`src/rtl/vmem_ldsel_seq.sv`:
```
// Strided vector-load sequencer placed ahead of the vector memory crossbar.
// It turns base/stride/vl into one request per distinct memory line. For each
// line it provides the per-lane crossbar selects and lane write-enables.
//
// state | meaning
// IDLE  | waiting for start
// SCAN  | pick the line of the lowest pending lane and gather the lanes on that line
// REQ   | request outstanding; outputs held until mem_ack
// DONE  | one-cycle completion pulse
module vmem_ldsel_seq #(
    parameter int INWIDTH      = 128,
    parameter int LOG2INWIDTH  = 7,
    parameter int OUTWIDTH     = 8,
    parameter int LOG2OUTWIDTH = 3,
    parameter int NUMOUTS      = 16,
    parameter int LOG2NUMOUTS  = 4,
    parameter int ADDRWIDTH    = 32,
    parameter int SELWIDTH     = LOG2INWIDTH - LOG2OUTWIDTH
) (
    input  logic                          clk,
    input  logic                          reset,
    input  logic                          start,
    input  logic [ADDRWIDTH-1:0]          base,
    input  logic [ADDRWIDTH-1:0]          stride,
    input  logic [LOG2NUMOUTS:0]          vl,
    output logic                          busy,
    output logic                          done,
    output logic                          mem_req,
    output logic [ADDRWIDTH-SELWIDTH-1:0] mem_addr,
    input  logic                          mem_ack,
    output logic [SELWIDTH*NUMOUTS-1:0]   xbar_sel,
    output logic [NUMOUTS-1:0]            lane_we
);

    localparam int LINEWIDTH = ADDRWIDTH - SELWIDTH;
    localparam int VLWIDTH   = LOG2NUMOUTS + 1;

    // The log2 parameters must agree with the widths they describe.
    if (((1 << LOG2INWIDTH) != INWIDTH) || ((1 << LOG2OUTWIDTH) != OUTWIDTH) ||
        ((1 << LOG2NUMOUTS) != NUMOUTS)) begin : g_param_check
        $error("vmem_ldsel_seq: log2 parameters inconsistent with widths");
    end

    typedef enum logic [1:0] {
        IDLE = 2'd0,
        SCAN = 2'd1,
        REQ  = 2'd2,
        DONE = 2'd3
    } state_t;

    state_t                   state;
    logic [ADDRWIDTH-1:0]     lane_addr [NUMOUTS];
    logic [NUMOUTS-1:0]       pending;
    logic [NUMOUTS-1:0]       mask;

    logic                     scan_found;
    logic [LINEWIDTH-1:0]     scan_line;
    logic [NUMOUTS-1:0]       scan_match;
    logic [SELWIDTH*NUMOUTS-1:0] scan_sel;

    // Line of the lowest pending lane, plus every pending lane sharing that line.
    always_comb begin
        scan_found = 1'b0;
        scan_line  = '0;
        scan_match = '0;
        scan_sel   = '0;
        for (int i = 0; i < NUMOUTS; i++) begin
            if (pending[i] && !scan_found) begin
                scan_found = 1'b1;
                scan_line  = lane_addr[i][ADDRWIDTH-1:SELWIDTH];
            end
        end
        for (int i = 0; i < NUMOUTS; i++) begin
            if (pending[i] && (lane_addr[i][ADDRWIDTH-1:SELWIDTH] == scan_line)) begin
                scan_match[i] = 1'b1;
                scan_sel[i*SELWIDTH +: SELWIDTH] = lane_addr[i][SELWIDTH-1:0];
            end
        end
    end

    // Lanes capture only in the cycle the memory returns the requested line.
    assign lane_we = (state == REQ) ? (mask & {NUMOUTS{mem_ack}}) : '0;

    // Sequencer FSM with registered outputs.
    always_ff @(posedge clk or posedge reset) begin
        if (reset) begin
            state    <= IDLE;
            busy     <= 1'b0;
            done     <= 1'b0;
            mem_req  <= 1'b0;
            mem_addr <= '0;
            xbar_sel <= '0;
            pending  <= '0;
            mask     <= '0;
            for (int i = 0; i < NUMOUTS; i++) begin
                lane_addr[i] <= '0;
            end
        end else begin
            case (state)
                IDLE: begin
                    if (start) begin
                        for (int i = 0; i < NUMOUTS; i++) begin
                            lane_addr[i] <= base + ADDRWIDTH'(i) * stride;
                            pending[i]   <= (VLWIDTH'(i) < vl);
                        end
                        busy  <= 1'b1;
                        state <= SCAN;
                    end
                end
                SCAN: begin
                    if (pending == '0) begin
                        done  <= 1'b1;
                        state <= DONE;
                    end else begin
                        mem_addr <= scan_line;
                        xbar_sel <= scan_sel;
                        mask     <= scan_match;
                        mem_req  <= 1'b1;
                        state    <= REQ;
                    end
                end
                REQ: begin
                    if (mem_ack) begin
                        pending <= pending & ~mask;
                        mem_req <= 1'b0;
                        state   <= SCAN;
                    end
                end
                DONE: begin
                    done  <= 1'b0;
                    busy  <= 1'b0;
                    state <= IDLE;
                end
                default: state <= IDLE;
            endcase
        end
    end

endmodule
```
`config.mk`:
```
export PLATFORM = sky130hd
export DESIGN_NAME = vmem_ldsel_seq
export DESIGN_NICKNAME = d
export VERILOG_FILES = /design/src/rtl/vmem_ldsel_seq.sv
export SDC_FILE = /design/constraint.sdc
export NUM_CORES = 2
export LEC_CHECK = 0
export ABC_CLOCK_PERIOD_IN_PS = 58400
export CAP_MARGIN = 0
export CELL_PAD_IN_SITES_DETAIL_PLACEMENT = 1
export CELL_PAD_IN_SITES_GLOBAL_PLACEMENT = 2
export CORE_MARGIN = 3
export CORE_UTILIZATION = 43
export CTS_CLUSTER_DIAMETER = 200
export CTS_CLUSTER_SIZE = 20
export DETAILED_ROUTE_END_ITERATION = 8
export MAX_ROUTING_LAYER = met4
export PLACE_DENSITY_LB_ADDON = 0.05
export SKIP_CTS_REPAIR_TIMING = 1
export SLEW_MARGIN = 30
export SYNTH_ARGS = -nofsm -noshare
export SYNTH_HDL_FRONTEND = slang
export SYNTH_SLANG_ARGS = --single-unit
```
`constraint.sdc`:
```
create_clock -name clk -period 58.4 [get_ports clk]
set_input_delay 5.84 -clock clk [delete_from_list [all_inputs] [get_ports clk]]
set_output_delay 5.84 -clock clk [all_outputs]
set_load 0.01 [all_outputs]
```
==> reports/metrics.cfg <==
[detailed_routing]
count_of_tritonroute_iterations_in_the_first_routing_pass = 8
vias = 63800
drc_errors = 0
vias_per_cell = 6.47
first_iter_violations = 6676
route.final.wire_length_mm = 331
route.antenna.remaining_nets = 0
post_dr_wirelength_cell_um = 33.5

[worst_setup_path]
worst_setup_path_start_kind = primary input
cp_num_buf_inv = 2
worst_r2r_path_depth = 14
path_max_fanout = 19
setup.worst_path.end_class = primary output
worst-endpoint-required_ns = 52.56
crit_chain = clkdlybuf4s50_1 > and3_1 > clkdlybuf4s50_1
timing.critical_path.depth = 3
critical_path.most_common_cell = clkdlybuf4s50_1
critical_path_class = in -> out
worst_path_max_delay_cell = clkdlybuf4s50_1
arrival_time_of_data_at_the_critical_path_endpoint_ns = 7.45
cpPeakStageDelay_ns = 0.80
crit_family = buffers and inverters

[timing]
grt_setup_unrepaired = false
finalClockSkew_ns = 0.0520
period_minus_slack_ns = 13.29
finalSetupViolations = 0
max_slew_margin_pct = 27.6
slew_violations = 0
timing.final.crit_share_pct = 22.8
setup_total_negative_slack_ns = 0
clock.fmax_mhz = 75.3
hold_viol_final = 0
worst_margin_pin_slew_ns = 1.07

[worst_hold_path]
worst_hold_path_type = reg -> reg
min_delay_path_depth = 2

[synthesis]
synthesized_area_per_cell_um2 = 8.44
synth_nets = 8736
synthesis.instances = 7724
netlist.area_leader.share_pct = 23.4
netlist_area_um2 = 65200
yosysWarningCount = 0
async_flop_share_pct = 100
ys_ff_latch = 609
synth_ff_type = dfrtp_1
synthDominantAreaCellType = dfrtp_1
part_of_the_yosys_area_used_for_sequential_elements_pct = 23.4
synth_cell_type_count = 98
synth.area.top_cells = dfrtp_1 23%, ha_1 11%, fa_1 11%
synth_enable_flop_cells = 0

[power_and_ir_drop]
power.density_nw_per_um2 = 57.5
report.power.total_w = 0.00408
cellLeakagePower_nw = 31.6
power.ir.vdd_worst_mv = 0.0285

[layout]
fin_cells = 9862
ff_latch_area_um2 = 15200
area_delta_synth_final_pct = 8.81
number_of_fill_cells_in_the_layout = 17900
post_layout_net_count = 8841
final_layout_size_suffix_gt1_share_pct = 4.62
multi_input_area_um2 = 47000

[cts]
cts_root_buf = clkbuf_16
clock_sinks = 609
tritoncts = done
cts-htree-levels = 2
clock_latency_of_the_later_clocked_register_in_the_worst_skew_pair_ns = 0.69
cts.reportedPaths.clkPinSlew_ns = 0.09
cts_buffers = 36
cts-root-to-sink-buffers = 3

[placement]
post-dp-hpwl_mm = 268
io_buffers = 183
gp_congestion = 1.11
dp_cells = 9806

[run_status]
run_status = completed

[flow_run]
timing.max_cap.violations = 0

[floorplan]
floorplan.die.height_um = 395
floorplan.core_area_um2 = 150000
ios = 184
design.die.area_um2 = 156000
die_x_um = 395
std_cell_rows = 142
initial_utilization_pct = 43.4

[global_route]
initial_antenna_violation_count = 26
number_of_global_route_vias_before_repair = 64900
grt_max_degree = 221
grt_use_total_pct = 42.7
overflow = 0
grt_pass1_wl_mm = 468

per-stage QoR:
step | worst slack, ns | hold WS, ns | util [%] | cell area [µm²]
global placement | 45.19 | 0.451 | 46.5 | 69800
global route | 45.03 | 0.511 | 47.2 | 70900
detailed placement | 45.15 | 0.464 | 46.5 | 69900
finish | 45.11 | 0.481 | 47.2 | 70900
CTS | 45.14 | 0.487 | 47.2 | 70800
floorplan | 35.51 | 0.438 | - | 65200
cell usage in the layout (no fill, tap or decap), types with 66 or more instances in the layout:
cell / count
nand2_1: 994
and3_1: 69
o21bai_1: 67
nor2_1: 332
a31oi_1: 71
nor2b_1: 93
o31ai_1: 79
nand2b_1: 95
ha_1: 587
inv_1: 499
o21a_1: 98
a21oi_1: 531
buf_4: 178
fa_1: 352
nand4_1: 66
a21o_1: 186
o21ai_0: 810
nor3_1: 114
clkdlybuf4s50_1: 178
dfrtp_1: 604
nand3_1: 131
xnor2_1: 407
xor2_1: 354
a211oi_1: 93
cells in the mapped netlist (68+ instances only):
library cell / number
a211oi_1: 94
a21o_1: 186
a21oi_1: 534
a31oi_1: 72
and3_1: 70
clkbuf_1: 203
dfrtp_1: 609
fa_1: 352
ha_1: 587
inv_1: 500
nand2_1: 995
nand2b_1: 95
nand3_1: 132
nor2_1: 337
nor2b_1: 96
nor3_1: 116
o21a_1: 98
o21ai_0: 810
o21bai_1: 68
o31ai_1: 81
xnor2_1: 407
xor2_1: 356
metal layers:
layer / share of wire (%) / GRT usage [%] / wire length (µm) / vias up
met5: 0 / - / 0 / -
met4: 7.0 / 24.3 / 23300 / 0
met3: 7.8 / 6.80 / 25700 / 768
met2: 44 / 64.9 / 147000 / 2789
met1: 41 / 54.1 / 135000 / 32700
li1: - / - / - / 27500
cells by family (layout without fill, tap and decap cells):
kind of cell	count (synthesis)	after routing	share of synthesized area (%)
muxes	17	17	0.273
AOI/OAI and AO/OA	2428	2428	23.6
adders and majority gates	939	939	22.1
and+or+nand+nor	2167	2167	15.6
buffers and inverters	801	911	4.81
xor gates and xnor gates	763	763	10.3
DFF	609	609	23.4
other	0	12	0
area by class of cell:
type | instances | share of cell area (%)
Antenna cell | 12 | 0.0423
Timing Repair Buffer | 367 | 4.56
Clock buffer | 39 | 1.29
Multi-Input combinational cell | 6314 | 66.3
Sequential cell | 609 | 21.5
Clock inverter | 4 | 0.0865
Inverter | 501 | 2.66
Tap cell | 2016 | 3.56
worst reg2reg max path, delay by kind of cell, from the launching register on:
kind,cells,cell delay [ns]
buffers and inverters,4,1.70
XOR/XNOR,1,0.39
flip-flops,1,0.40
AO/OA/AOI/OAI,3,0.74
AND/OR/NAND/NOR,6,3.53
registers in the layout, indices dropped and copies added (netlist names):
register and cells:
mask 16, busy 1, xbar_sel 64, state 2
lane_addr 480, mem_addr 28, mem_req 1, pending 16
done 1
path summary, 6_finish.rpt:
kind                             endpoint      startpoint  slack, ns
max in group asynchronous  lane_addr[280]           reset      49.21
setup / recovery               lane_we[0]         mem_ack      45.11
setup reg to reg              xbar_sel[6]      pending[8]      51.59
hold reg to reg            lane_addr[484]  lane_addr[484]       0.48
min in group asynchronous  lane_addr[450]           reset       5.62
hold / removal             lane_addr[484]  lane_addr[484]       0.48
report_power, final:
group / leakage, nW / internal [W] / total (W) / switching (W)
logic: 23.5 / 0.000920 / 0.00280 / 0.00188
registers: 7.63 / 0.000599 / 0.000990 / 0.000391
clock network: 0.475 / 0.000114 / 0.000288 / 0.000174
total: 31.6 / 0.00163 / 0.00408 / 0.00244
(Power assumes the default switching activity.)
